<file path="src/rtl/l0_maxpool_if.sv">
// Bundles the window-read port and the pooled-output stream of l0_maxpool.
// master = pooling stage, slave = RAM/consumer side.
interface l0_maxpool_if #(
  parameter int unsigned DW = 18,
  parameter int unsigned AW = 10,
  parameter int unsigned OW = 8
);
  logic                 start;
  logic                 busy;
  logic                 done;
  logic                 rd;
  logic [AW-1:0]        addr_rd;
  logic [3:0][DW-1:0]   din;
  logic                 out_valid;
  logic                 out_ready;
  logic [DW-1:0]        out_data;
  logic [OW-1:0]        out_idx;
  logic                 out_last;

  modport master (
    input  start, din, out_ready,
    output busy, done, rd, addr_rd, out_valid, out_data, out_idx, out_last
  );

  modport slave (
    output start, din, out_ready,
    input  busy, done, rd, addr_rd, out_valid, out_data, out_idx, out_last
  );
endinterface

</file>
<file path="src/rtl/l0_maxpool.sv">
// 2x2 / stride-2 max-pool over the layer-0 feature map, 1-deep output register.
// Optional macro POOL_RELU_EN clamps negative maxima to zero.
module l0_maxpool #(
  parameter int unsigned IN_DIM = 26,
  parameter int unsigned DW     = 18,
  parameter int unsigned AW     = 10,
  parameter int unsigned OW     = 8
) (
  input  logic          clk,
  input  logic          rst,
  l0_maxpool_if.master  bus
);
  localparam int unsigned OUT_DIM = IN_DIM / 2;
  localparam int unsigned NWIN    = OUT_DIM * OUT_DIM;

  typedef enum logic [1:0] {StIdle, StRun, StDrain} state_e;

  state_e        state_q, state_d;
  logic [AW-1:0] addr_q, addr_d;
  logic [OW-1:0] win_q, win_d;   // index of the next window to issue
  logic [OW-1:0] col_q, col_d;
  logic          valid_q, valid_d;
  logic [DW-1:0] data_q, data_d;
  logic [OW-1:0] idx_q, idx_d;
  logic          last_q, last_d;
  logic          done_q, done_d;

  logic          rd;
  logic          accept;
  logic          last_win;
  logic signed [DW-1:0] m01, m23, mx, pooled;

  always_comb begin
    m01 = ($signed(bus.din[0]) > $signed(bus.din[1])) ? $signed(bus.din[0])
                                                      : $signed(bus.din[1]);
    m23 = ($signed(bus.din[2]) > $signed(bus.din[3])) ? $signed(bus.din[2])
                                                      : $signed(bus.din[3]);
    mx  = (m01 > m23) ? m01 : m23;
`ifdef POOL_RELU_EN
    pooled = mx[DW-1] ? '0 : mx;
`else
    pooled = mx;
`endif
  end

  assign accept   = valid_q && bus.out_ready;
  assign last_win = (win_q == OW'(NWIN - 1));
  assign rd       = (state_q == StRun) && (!valid_q || bus.out_ready);

  always_comb begin
    state_d = state_q;
    addr_d  = addr_q;
    win_d   = win_q;
    col_d   = col_q;
    valid_d = valid_q && !bus.out_ready;
    data_d  = data_q;
    idx_d   = idx_q;
    last_d  = accept ? 1'b0 : last_q;
    done_d  = 1'b0;
    case (state_q)
      StIdle: begin
        if (bus.start) begin
          state_d = StRun;
          addr_d  = AW'(IN_DIM + 1);
          win_d   = '0;
          col_d   = '0;
        end
      end
      StRun: begin
        if (rd) begin
          valid_d = 1'b1;
          data_d  = pooled;
          idx_d   = win_q;
          last_d  = last_win;
          if (last_win) begin
            state_d = StDrain;
          end else begin
            win_d = win_q + OW'(1);
            // Row end skips the odd row that the window already covered.
            if (col_q == OW'(OUT_DIM - 1)) begin
              col_d  = '0;
              addr_d = addr_q + AW'(IN_DIM + 2);
            end else begin
              col_d  = col_q + OW'(1);
              addr_d = addr_q + AW'(2);
            end
          end
        end
      end
      StDrain: begin
        if (accept && last_q) begin
          state_d = StIdle;
          done_d  = 1'b1;
        end
      end
      default: state_d = StIdle;
    endcase
  end

  always_ff @(posedge clk or posedge rst) begin
    if (rst) begin
      state_q <= StIdle;
      addr_q  <= '0;
      win_q   <= '0;
      col_q   <= '0;
      valid_q <= 1'b0;
      data_q  <= '0;
      idx_q   <= '0;
      last_q  <= 1'b0;
      done_q  <= 1'b0;
    end else begin
      state_q <= state_d;
      addr_q  <= addr_d;
      win_q   <= win_d;
      col_q   <= col_d;
      valid_q <= valid_d;
      data_q  <= data_d;
      idx_q   <= idx_d;
      last_q  <= last_d;
      done_q  <= done_d;
    end
  end

  assign bus.busy      = (state_q != StIdle);
  assign bus.done      = done_q;
  assign bus.rd        = rd;
  assign bus.addr_rd   = addr_q;
  assign bus.out_valid = valid_q;
  assign bus.out_data  = data_q;
  assign bus.out_idx   = idx_q;
  assign bus.out_last  = last_q;
endmodule
</file>
<file path="src/flat_wrapper.sv">
// flat-port wrapper written by rule: the top's interface ports become plain ports
module l0_maxpool_flat 
#(
  parameter int unsigned IN_DIM = 26,
  parameter int unsigned DW     = 18,
  parameter int unsigned AW     = 10,
  parameter int unsigned OW     = 8
)
  (clk, rst, bus_start, bus_din, bus_out_ready, bus_busy, bus_done, bus_rd, bus_addr_rd, bus_out_valid, bus_out_data, bus_out_idx, bus_out_last);
  l0_maxpool_if #(.DW(DW), .AW(AW), .OW(OW)) bus_i ();
  input  logic clk;
  input  logic rst;
  input wire logic [$bits(bus_i.start)-1:0] bus_start;
  input wire logic [$bits(bus_i.din)-1:0] bus_din;
  input wire logic [$bits(bus_i.out_ready)-1:0] bus_out_ready;
  output wire logic [$bits(bus_i.busy)-1:0] bus_busy;
  output wire logic [$bits(bus_i.done)-1:0] bus_done;
  output wire logic [$bits(bus_i.rd)-1:0] bus_rd;
  output wire logic [$bits(bus_i.addr_rd)-1:0] bus_addr_rd;
  output wire logic [$bits(bus_i.out_valid)-1:0] bus_out_valid;
  output wire logic [$bits(bus_i.out_data)-1:0] bus_out_data;
  output wire logic [$bits(bus_i.out_idx)-1:0] bus_out_idx;
  output wire logic [$bits(bus_i.out_last)-1:0] bus_out_last;
  assign bus_i.start = bus_start;
  assign bus_i.din = bus_din;
  assign bus_i.out_ready = bus_out_ready;
  assign bus_busy = bus_i.busy;
  assign bus_done = bus_i.done;
  assign bus_rd = bus_i.rd;
  assign bus_addr_rd = bus_i.addr_rd;
  assign bus_out_valid = bus_i.out_valid;
  assign bus_out_data = bus_i.out_data;
  assign bus_out_idx = bus_i.out_idx;
  assign bus_out_last = bus_i.out_last;
  l0_maxpool #(.IN_DIM(IN_DIM), .DW(DW), .AW(AW), .OW(OW)) u_core (.clk(clk), .rst(rst), .bus(bus_i));
endmodule
</file>
<file path="config.mk">
export PLATFORM = sky130hd
export DESIGN_NAME = l0_maxpool_flat
export DESIGN_NICKNAME = d
export VERILOG_FILES = /design/src/rtl/l0_maxpool_if.sv /design/src/rtl/l0_maxpool.sv /design/src/flat_wrapper.sv
export SDC_FILE = /design/constraint.sdc
export NUM_CORES = 1
export LEC_CHECK = 0
export CAP_MARGIN = 25
export CORE_MARGIN = 2
export CORE_UTILIZATION = 50
export CTS_CLUSTER_DIAMETER = 30
export DETAILED_ROUTE_END_ITERATION = 12
export HOLD_SLACK_MARGIN = 0.02
export PLACE_DENSITY_LB_ADDON = 0.05
export REMOVE_ABC_BUFFERS = 1
export SYNTH_ARGS = -nofsm -noshare
export SYNTH_HDL_FRONTEND = slang
export SYNTH_SLANG_ARGS = --single-unit
</file>
<file path="constraint.sdc">
create_clock -name clk -period 3.2 [get_ports clk]
set_clock_uncertainty 0.1 [all_clocks]
set_input_delay 0.48 -clock clk [delete_from_list [all_inputs] [get_ports clk]]
set_output_delay 0.48 -clock clk [all_outputs]
set_load 0.02 [all_outputs]
</file>
==> impl_metrics.toml <==
[clocking]
cts_tree = "yes"
cts_buffers = 9
clockRootBuffer = "clkbuf_8"
cts.sinks = 57
clk_latency_ps = 350
ctsHoldBuffers = 0
cts_htree_levels = 3
clk_pin_slew_worst_paths_ps = 90
clk_path_buf_depth = 2

[synth]
synth_edf_count = 0
async_reset_ff_frac = 1.00
synth.cell_area_sq_um = 4500
synth_top_flop_cell = "dfrtp_1"
yosysTopAreaCell = "dfrtp_1"
syn_inst = 505
ys_seq_area_frac = 0.317
synth.distinct_cells = 59
synth.area.top_cells = "dfrtp_1, ha_1, mux2i_1"
ys_seq_elements = 57
netlist.area_leader.share = 0.317
postSynthAreaPerCell_sq_um = 8.91
synth_warnings = 0

[global_route]
grt_pass1_vias = 5129
busiest_layer = "met2"
grt_util_met2 = 0.591
grt_antenna_before_repair = 1
grt_max_degree = 29
grt_pass1_wl_mm = 25.9
met1_usage = 0.407
grtUsageTotal = 0.333
grt_use_met3 = 0.0681
overflow = 0

[detailed_routing]
routed_wl_mm = 19.6
via_per_inst = 6.39
drt_iter0_drc = 372
antenna_left = 0
first_pass_iters = 7
routedWlPerCell_um = 23.6
vias = 5300
drc = 0

[finish]
final_common_cell = "buf_4"
nNetsFinal = 854
antenna_cells = 0
final_cells = 830
postLayoutCellArea_sq_um = 7720
final_cell_mix = "buf_4, nand2_1, dfrtp_1, inv_1, clkdlybuf4s50_1"
drive_gt1_frac = 0.416
area_growth_pct = 71.7

[floorplanning]
die_x_um = 98.8
die_h_um = 98.8
ios = 117
die_area_sq_um = 9770
coreArea_sq_um = 8720
rows = 34
initial_utilization = 0.516

[power]
p_sw_mw = 1.97
peakVddDrop_v = 0.000504
power_density_nw_per_um2 = 598
pwr-share-clk = 0.191
totalPowerFinal_mw = 4.62
power_frac_seq = 0.246
p_comb_frac = 0.564
netSwitchingFraction = 0.426
intPower_mw = 2.65
p_leak_nw = 3.53

[run_status]
status = "finished, violations left"
violations = "negative setup slack"

[sta]
relSlewSlack = 0.653
setup_viol = 18
timing.final.max_slew_violations = 0
setup_tns_ps = -16330
fin_crit_ps = 4160
hold_violations = 0
max_freq_mhz = 240
rsz0062_at_grt = "yes"
fin_crit_sh = 1.30
fin_ws_ps = -962
worst_pin_slew_ps = 521

[place]
dp_cells = 788
place_congestion = 0.944
portBuffers = 116
hpwlAfterDp_mm = 10.0
placed_area_sq_um = 6280

[worst_setup_path]
crit_fanout = 9
start_kind = "primary input"
crit_path_end_kind = "flip-flop"
critPathRequiredTime_ps = 3360
critPathKind = "primary input to flip-flop"
cp_data_arrival_time_ps = 4320

[flow_run]
drv_cap = 0

[hold_path]
hold_class = "primary input to asynchronous set/reset pin"
power groups by stage:
stage / Clock (mW) / Sequential (mW) / Combinational [mW]
6_report: 0.881 / 1.13 / 2.60
2_1_floorplan: 0 / 1.28 / 0.848
3_5_place_dp: 0 / 1.12 / 1.93
3_3_place_gp: 0 / 1.11 / 1.86
5_1_grt: 0.908 / 1.15 / 2.73
4_1_cts: 0.865 / 1.11 / 2.25
cells in the mapped netlist, drive strengths merged, types with 5 or more instances:
cell and instances:
inv 69, nand2 65, ha 61, dfrtp 57, mux2i 36, o21ai 32, a21oi 27, nor2 19
o221ai 18, nand3 16, nand4 13, buf 8, clkbuf 7, nand2b 6, xor2 6, a21o 5
and3 5, nor2b 5, nor3 5
registers in the layout, summed over array words and instances, names as in the netlist:
register,cells
u_core.bus.out_idx,8
u_core.bus.out_data,18
u_core.col_q,8
u_core.bus.out_last,1
u_core.win_q,8
u_core.bus.addr_rd,10
u_core.bus.out_valid,1
u_core.state_q,2
u_core.bus.done,1
what timing repair did:
item,CTS,global route
cloned,3,1
pin swaps,63,12
setup buffers,19,5
setup endpoints to repair,18,18
resized for setup,365,59
worst paths after layout:
kind | cells after the start | end | from | slack, ps
min reg2reg | 2 | u_core.bus.out_idx[7] | u_core.bus.out_idx[7] | 380
max reg2reg | 9 | u_core.bus.addr_rd[9] | u_core.win_q[0] | 610
min in group clk | 2 | u_core.bus.out_idx[7] | u_core.bus.out_idx[7] | 380
max | 18 | u_core.bus.out_data[3] | bus_din[6] | -960
max in group asynchronous | 3 | u_core.state_q[0] | rst | 2070
min | 2 | u_core.win_q[6] | rst | 260
critical path, stage by stage:
cell and delay, ps:
clkdlybuf4s15_1 250, ha_1 310, nand4_1 220, nor3_2 80, a32oi_1 220, a21boi_4 330
buf_8 190, mux2i_2 260, inv_1 80, ha_1 310, nand4_1 190, or4_4 590
nor2_4 100, a21oi_2 60, o311ai_4 90, nand2_4 130, buf_8 180, o221ai_2 240
stage by stage:
stage               utilization  setup WS, ps  hold WS, ps
floorplan                     -         -1800          338
global placement          0.720         -1460          358
detailed placement        0.720         -1620          362
CTS                       0.845          -587          275
global route              0.885         -1010          283
finish                    0.885          -962          264
logic make-up after synthesis:
kind of cell / Yosys count / synth area share
simple gates: 151 / 0.168
compound gates: 106 / 0.158
buf+inv: 85 / 0.0804
fa+ha+maj: 61 / 0.170
flops: 57 / 0.317
mux: 36 / 0.0896
xor+xnor: 9 / 0.0175
layout make-up:
| type | instances | area, sq um |
|---|---|---|
| clock buffers | 9 | 124 |
| fillers | 367 | 1000 |
| clock inverters | 7 | 125 |
| repair buffers | 216 | 1990 |
| multi-input cells | 363 | 3650 |
| flip-flops and latches | 57 | 1430 |
| well taps | 108 | 135 |
| inverters | 70 | 278 |
per-layer routing:
layer,vias to the layer above,part of all wire
met5,-,0.00087
met4,2,0.062
met3,133,0.085
met2,416,0.50
met1,2533,0.35
li1,2216,-
(Power assumes the default switching activity.)
